<file path="config.mk">
export PLATFORM = sky130hd
export DESIGN_NAME = jtag_tap_ctrl
export DESIGN_NICKNAME = d
export VERILOG_FILES = /design/src/rtl/jtag_tap_ctrl.sv
export SDC_FILE = /design/constraint.sdc
export NUM_CORES = 1
export LEC_CHECK = 0
export ABC_CLOCK_PERIOD_IN_PS = 2500
export CAP_MARGIN = 20
export CORE_MARGIN = 4
export CORE_UTILIZATION = 35
export DETAILED_ROUTE_END_ITERATION = 10
export SLEW_MARGIN = 5
export SYNTH_ARGS = -nofsm -noshare
export SYNTH_HDL_FRONTEND = slang
export SYNTH_SLANG_ARGS = --single-unit
</file>
<file path="constraint.sdc">
create_clock -name clk -period 2.5 [get_ports clk]
set_input_delay 0.5 -clock clk [delete_from_list [all_inputs] [get_ports clk]]
set_output_delay 0.5 -clock clk [all_outputs]
set_load 0.01 [all_outputs]
</file>
<file path="src/rtl/jtag_tap_ctrl.sv">
// IEEE 1149.1 TAP controller running on the system clock; TCK edges are detected from the
// synchronized TCK level and drive the 16-state FSM, the instruction register and TDO.
module jtag_tap_ctrl #(
    parameter int unsigned IR_WIDTH = 4,
    parameter logic [IR_WIDTH-1:0] IR_RESET = IR_WIDTH'(4'b0001)
) (
    input  logic                clk,
    input  logic                rst,
    input  logic                tck_sync,
    input  logic                tms_sync,
    input  logic                tdi_sync,
    input  logic                dr_tdo,
    output logic [3:0]          tap_state,
    output logic [IR_WIDTH-1:0] ir,
    output logic                capture_dr,
    output logic                shift_dr,
    output logic                update_dr,
    output logic                tlr,
    output logic                tdo,
    output logic                tdo_en
);

    typedef enum logic [3:0] {
        StTlr   = 4'd0,
        StRti   = 4'd1,
        StSelDr = 4'd2,
        StCapDr = 4'd3,
        StShDr  = 4'd4,
        StEx1Dr = 4'd5,
        StPaDr  = 4'd6,
        StEx2Dr = 4'd7,
        StUpdDr = 4'd8,
        StSelIr = 4'd9,
        StCapIr = 4'd10,
        StShIr  = 4'd11,
        StEx1Ir = 4'd12,
        StPaIr  = 4'd13,
        StEx2Ir = 4'd14,
        StUpdIr = 4'd15
    } tap_state_e;

    tap_state_e          state;
    tap_state_e          next_state;
    logic                tck_prev;
    logic [IR_WIDTH-1:0] ir_shift;
    logic                tck_rise;
    logic                tck_fall;

    assign tck_rise = tck_sync & ~tck_prev;
    assign tck_fall = ~tck_sync & tck_prev;

    always_comb begin
        next_state = state;
        unique case (state)
            StTlr:   next_state = tms_sync ? StTlr   : StRti;
            StRti:   next_state = tms_sync ? StSelDr : StRti;
            StSelDr: next_state = tms_sync ? StSelIr : StCapDr;
            StCapDr: next_state = tms_sync ? StEx1Dr : StShDr;
            StShDr:  next_state = tms_sync ? StEx1Dr : StShDr;
            StEx1Dr: next_state = tms_sync ? StUpdDr : StPaDr;
            StPaDr:  next_state = tms_sync ? StEx2Dr : StPaDr;
            StEx2Dr: next_state = tms_sync ? StUpdDr : StShDr;
            StUpdDr: next_state = tms_sync ? StSelDr : StRti;
            StSelIr: next_state = tms_sync ? StTlr   : StCapIr;
            StCapIr: next_state = tms_sync ? StEx1Ir : StShIr;
            StShIr:  next_state = tms_sync ? StEx1Ir : StShIr;
            StEx1Ir: next_state = tms_sync ? StUpdIr : StPaIr;
            StPaIr:  next_state = tms_sync ? StEx2Ir : StPaIr;
            StEx2Ir: next_state = tms_sync ? StUpdIr : StShIr;
            StUpdIr: next_state = tms_sync ? StSelDr : StRti;
            default: next_state = StTlr;
        endcase
    end

    always_ff @(posedge clk or posedge rst) begin
        if (rst) begin
            state    <= StTlr;
            tck_prev <= 1'b0;
            ir       <= IR_RESET;
            ir_shift <= '0;
            tdo      <= 1'b0;
            tdo_en   <= 1'b0;
        end else begin
            tck_prev <= tck_sync;
            if (tck_rise) begin
                // Rising-edge IR actions are keyed on the state being left.
                if (state == StCapIr) begin
                    ir_shift <= IR_WIDTH'(2'b01);
                end else if (state == StShIr) begin
                    ir_shift <= {tdi_sync, ir_shift[IR_WIDTH-1:1]};
                end
                state <= next_state;
            end
            if (tck_fall) begin
                if (state == StUpdIr) begin
                    ir <= ir_shift;
                end else if (state == StTlr) begin
                    ir <= IR_RESET;
                end
                tdo    <= (state == StShIr) ? ir_shift[0] : dr_tdo;
                tdo_en <= (state == StShIr) || (state == StShDr);
            end
        end
    end

    // Strobes last exactly the one clk in which the edge is visible.
    assign capture_dr = tck_rise && (state == StCapDr);
    assign shift_dr   = tck_rise && (state == StShDr);
    assign update_dr  = tck_fall && (state == StUpdDr);
    assign tlr        = (state == StTlr);
    assign tap_state  = state;

endmodule

</file>
Word-level counts from Yosys, hierarchy flattened
Cells that the tools add are included.

Logic and storage cells: 55. Register bits: 15.

Equal/unequal tests: 15. Muxes and demuxes: 18. Reduce and logical (&&, ||, !) cells: 12. Bitwise operators: 4.

Operator list (number): 4-bit case mux with 12 select lines (1); 4-bit == test (second input constant) (8); 4-bit two-way mux (8); 4-bit by 3-bit == test with 1-bit output (second input constant) (4); 4-bit by 2-bit == test with 1-bit output (second input constant) (2); 2-bit two-way mux (3); 3-bit two-way mux (2); 4-bit by 1-bit == test with 1-bit output (second input constant) (1); 4-bit zero test (1); 1-bit two-way mux (4); 2-bit AND reduction (2); 2-bit nonzero test (2); 2-bit OR reduction (2); 1-bit logical AND (3); 3-bit OR reduction (1); 1-bit AND (2); 1-bit inverter (2); 1-bit logical OR (1).

Depth between registers and ports, before layout
Word-level depth: 3. Mapped depth: 5. Mapped depth without buffers: 4.

Worst setup path after synthesis
OpenSTA, ideal clock, no wires.

Kind: register -> output. From: register state[0] (netlist: tap_state[0]). To: output capture_dr. Required time: 2000 ps. Path slack: 843 ps. Data arrival time: 1157 ps. Stages on the path, launching flop included: 5. Path buffers: 2. Cell sequence: dfrtp_1 > buf_2 > buf_2 > nand2_1 > nor3_1.

Longest elaborated chain between the ends: 2.

Ends and longest elaborated chain: start: declaration (RTL line 42) `tap_state_e state;`; start signal: assignment (RTL line 77) `state <= StTlr;`; start signal: assignment (RTL line 92) `state <= next_state;`; 4-bit by 2-bit == test with 1-bit output (RTL line 107) `assign capture_dr = tck_rise && (state == StCapDr);`; 1-bit logical AND (RTL line 107); end: declaration (RTL line 15) `output logic capture_dr,`.

No other way between the ends.

Final worst setup path
From: input tck_sync. To: output shift_dr.

Longest elaborated chain between the ends: 2.

Ends and longest elaborated chain: start: declaration (RTL line 9) `input logic tck_sync,`; 1-bit AND (RTL line 49) `assign tck_rise = tck_sync & ~tck_prev;`; 1-bit logical AND (RTL line 108) `assign shift_dr = tck_rise && (state == StShDr);`; end: declaration (RTL line 16) `output logic shift_dr,`.

No other way between the ends.

==> run_results.csv <==
group,metric,value,unit
synth,synth_top_area_frac,0.388,
run,maxCapViolations,0,
timing,period_minus_slack,2.36,ns
timing,drv_slew,0,
floorplanning,core_area,2480,µm²
synth,synthArstFlopShare,1.00,
critical_path,endpoint_kind,"output port",
cts,htreeDepth,1,
floorplanning,dieArea,3450,µm²
grt,antenna_found_initial,0,
cts,cts.sinks,15,
placement,place.gp.congestion,0.717,
placement,dpl.hpwl,1.53,mm
cts,cts_hold_buf,0,
cts,cts_resized,0,
hold_path,hold_depth,2,
cts,numCtsBuffers,3,
timing,rsz0062_at_grt,"no",
cts,post_cts_buffers,0,
final_layout,final_common_cell,"clkdlybuf4s50_1",
synth,synth.area.top_cells,"dfrtp_1 39%, a21oi_1 4.4%, nor2b_1 4.2%",
synth,synth_top_cell_by_area,"dfrtp_1",
cts,clk_pin_slew,0.09,ns
floorplanning,rows,18,
critical_path,path_class,"input port to output port",
grt,gr-total-overflow,0,
synth,syn_inst,102,
drt,totalWireLength,2.04,mm
cts,clock_path_buffers,2,
floorplanning,start_util,0.364,
drt,firstDrtPassIters,4,
critical_path,cp_slowest_cell,"clkdlybuf4s50_1",
critical_path,worst_path_largest_cell_delay,0.53,ns
hold_path,hold_class,"flop to flop",
floorplanning,ios,20,
grt,grt_pass1_wl,3.31,mm
timing,fin_crit_sh,0.944,
critical_path,cp-start-kind,"input port",
drt,ant_nets,0,
placement,port_buffers,19,
timing,tightest_slew,0.577,ns
synth,synth.distinct_cells,36,
cts,clk_latency,0.28,ns
drt,drc,0,
floorplanning,die_y,58.8,µm
cts,cts_tree,"done",
timing,hold_violations,0,
placement,dp_slack,0.136,ns
final_layout,layout-drive-gt1-share,0.152,
synth,synth_nets,108,
critical_path,crit_chain,"clkdlybuf4s50_1 > nor2b_1 > and3_1 > clkdlybuf4s50_1",
grt,grt_pass1_vias,716,
hold_path,hp-start,"ir[0]",
grt,grt_max_degree,19,
critical_path,reg2reg_to,"ir[2]",
hold_path,holdPathEnd,"ir[0]",
synth,ys_seq_area_frac,0.417,
critical_path,path_common_cell,"clkdlybuf4s50_1",
floorplanning,die_x,58.8,µm
critical_path,rrSetupSlack,1.04,ns
timing,fin_skew,0.00796,ns
final_layout,mostFrequentLayoutCells,"19 x clkdlybuf4s50_1, 14 x dfrtp_1, 9 x nor2_1",
timing,worst_slack,0.140,ns
timing,max_slew_margin,0.615,
synth,syn-cell-area,902,µm²
drt,routedWlPerCell,13.2,µm
critical_path,crit_arrival,1.86,ns
drt,drt-initial-drc-count,20,
power_and_ir_drop,power.leakage,0.496,nW
synth,yosys_warnings,0,
critical_path,reg2reg_from,"tap_state[2]",
synth,syn_avg_cell_area,8.84,µm²
timing,setup-violations-final,0,
final_layout,num-nets-final,132,
drt,vias_per_cell,5.14,
power_and_ir_drop,irDropWorstVdd,0.356,mV
drt,vias,796,
final_layout,antennaDiodeCount,0,
critical_path,reg2reg_depth,4,
synth,synth_seq_cells,15,
final_layout,syn2layout_area_growth,29.3,%
timing,finalSetupTns,0,ns
timing,clock.fmax,424,MHz
grt,track_usage,0.124,
critical_path,required,2.00,ns
status,status,"completed",
power_and_ir_drop,powerDensity,925,nW/µm²
placement,dp.cells,151,
cts,cts-root-buf,"clkbuf_4",
final_layout,final_cell_count_no_fill,155,
synth,dominantRegCellSynth,"dfrtp_1",
critical_path,crit_fanout,4,
synth,synth-edff-count,0,
[worst max-delay path, delay by kind of cell]
kind	cells	cell delay [ns]
buffers and inverters	2	1.03
AND/OR/NAND/NOR	2	0.33
[power by group]
part	internal, mW	switching [mW]	leakage [nW]	total, mW
sequential	0.318	0.0731	0.187	0.391
clock	0.0593	0.0814	0.0177	0.141
combinational	0.257	0.291	0.292	0.548
[Yosys cell counts (2+ instances only)]
master,number
nor2_1,9
nor3_1,2
buf_2,2
inv_1,6
nand2_1,8
o211ai_1,2
a31oi_1,2
buf_6,2
nor2b_1,6
nand4_1,2
nand2b_1,3
a21oi_1,8
clkbuf_1,3
o21ai_0,7
dfrtp_1,14
nand3_1,4
a22o_1,3
[registers in the layout, summed over array words and instances (netlist names)]
register,flops
tdo,1
tdo_en,1
ir_shift,4
tck_prev,1
ir,4
tap_state,4
[per-stage QoR]
step | utilization | hold slack, ns | instance area, µm² | power (mW)
detailed placement | 0.460 | 0.460 | 1140 | 0.946
finish | 0.471 | 0.470 | 1170 | 1.08
floorplan | - | 0.401 | 902 | 0.754
global route | 0.471 | 0.488 | 1170 | 1.17
global placement | 0.460 | 0.460 | 1140 | 0.931
CTS | 0.471 | 0.474 | 1170 | 1.09
[area by class of cell]
cell class | count | area (µm²)
fillers | 255 | 1310
multi-input cells | 73 | 452
flip-flops and latches | 15 | 377
repair buffers | 27 | 250
well taps | 30 | 37.5
clock buffers | 3 | 22.5
inverters | 6 | 22.5
clock inverters | 1 | 5.00
[cells by family (layout without fill, tap and decap cells)]
family / Yosys count / in the layout / share of synthesized area
buffers and inverters: 14 / 37 / 0.0818
muxes: 2 / 2 / 0.0236
AOI/OAI and AO/OA: 30 / 30 / 0.222
DFF: 15 / 15 / 0.417
and+or+nand+nor: 41 / 41 / 0.255
[how the worst max path moves through the flow]
stage	startpoint	to	slack [ns]	depth (start not counted)
3_3_place_gp	tck_sync	capture_dr	0.15	4
3_5_place_dp	tck_sync	capture_dr	0.14	4
5_1_grt	tap_state[2]	tlr	0.05	3
2_1_floorplan	tap_state[0]	capture_dr	0.84	4
6_report	tck_sync	shift_dr	0.14	4
4_1_cts	tck_sync	capture_dr	0.12	4
[routing by layer]
metal  up-vias  routed length (µm)  part of all wire  track usage
met5         -                   0                 0            0
met4         0                  24             0.012       0.0583
met3         2                  87             0.043       0.0175
met2        12                 947              0.46        0.203
met1       378                 980              0.48        0.158
li1        404                   -                 -            -
(Power assumes the default switching activity.)
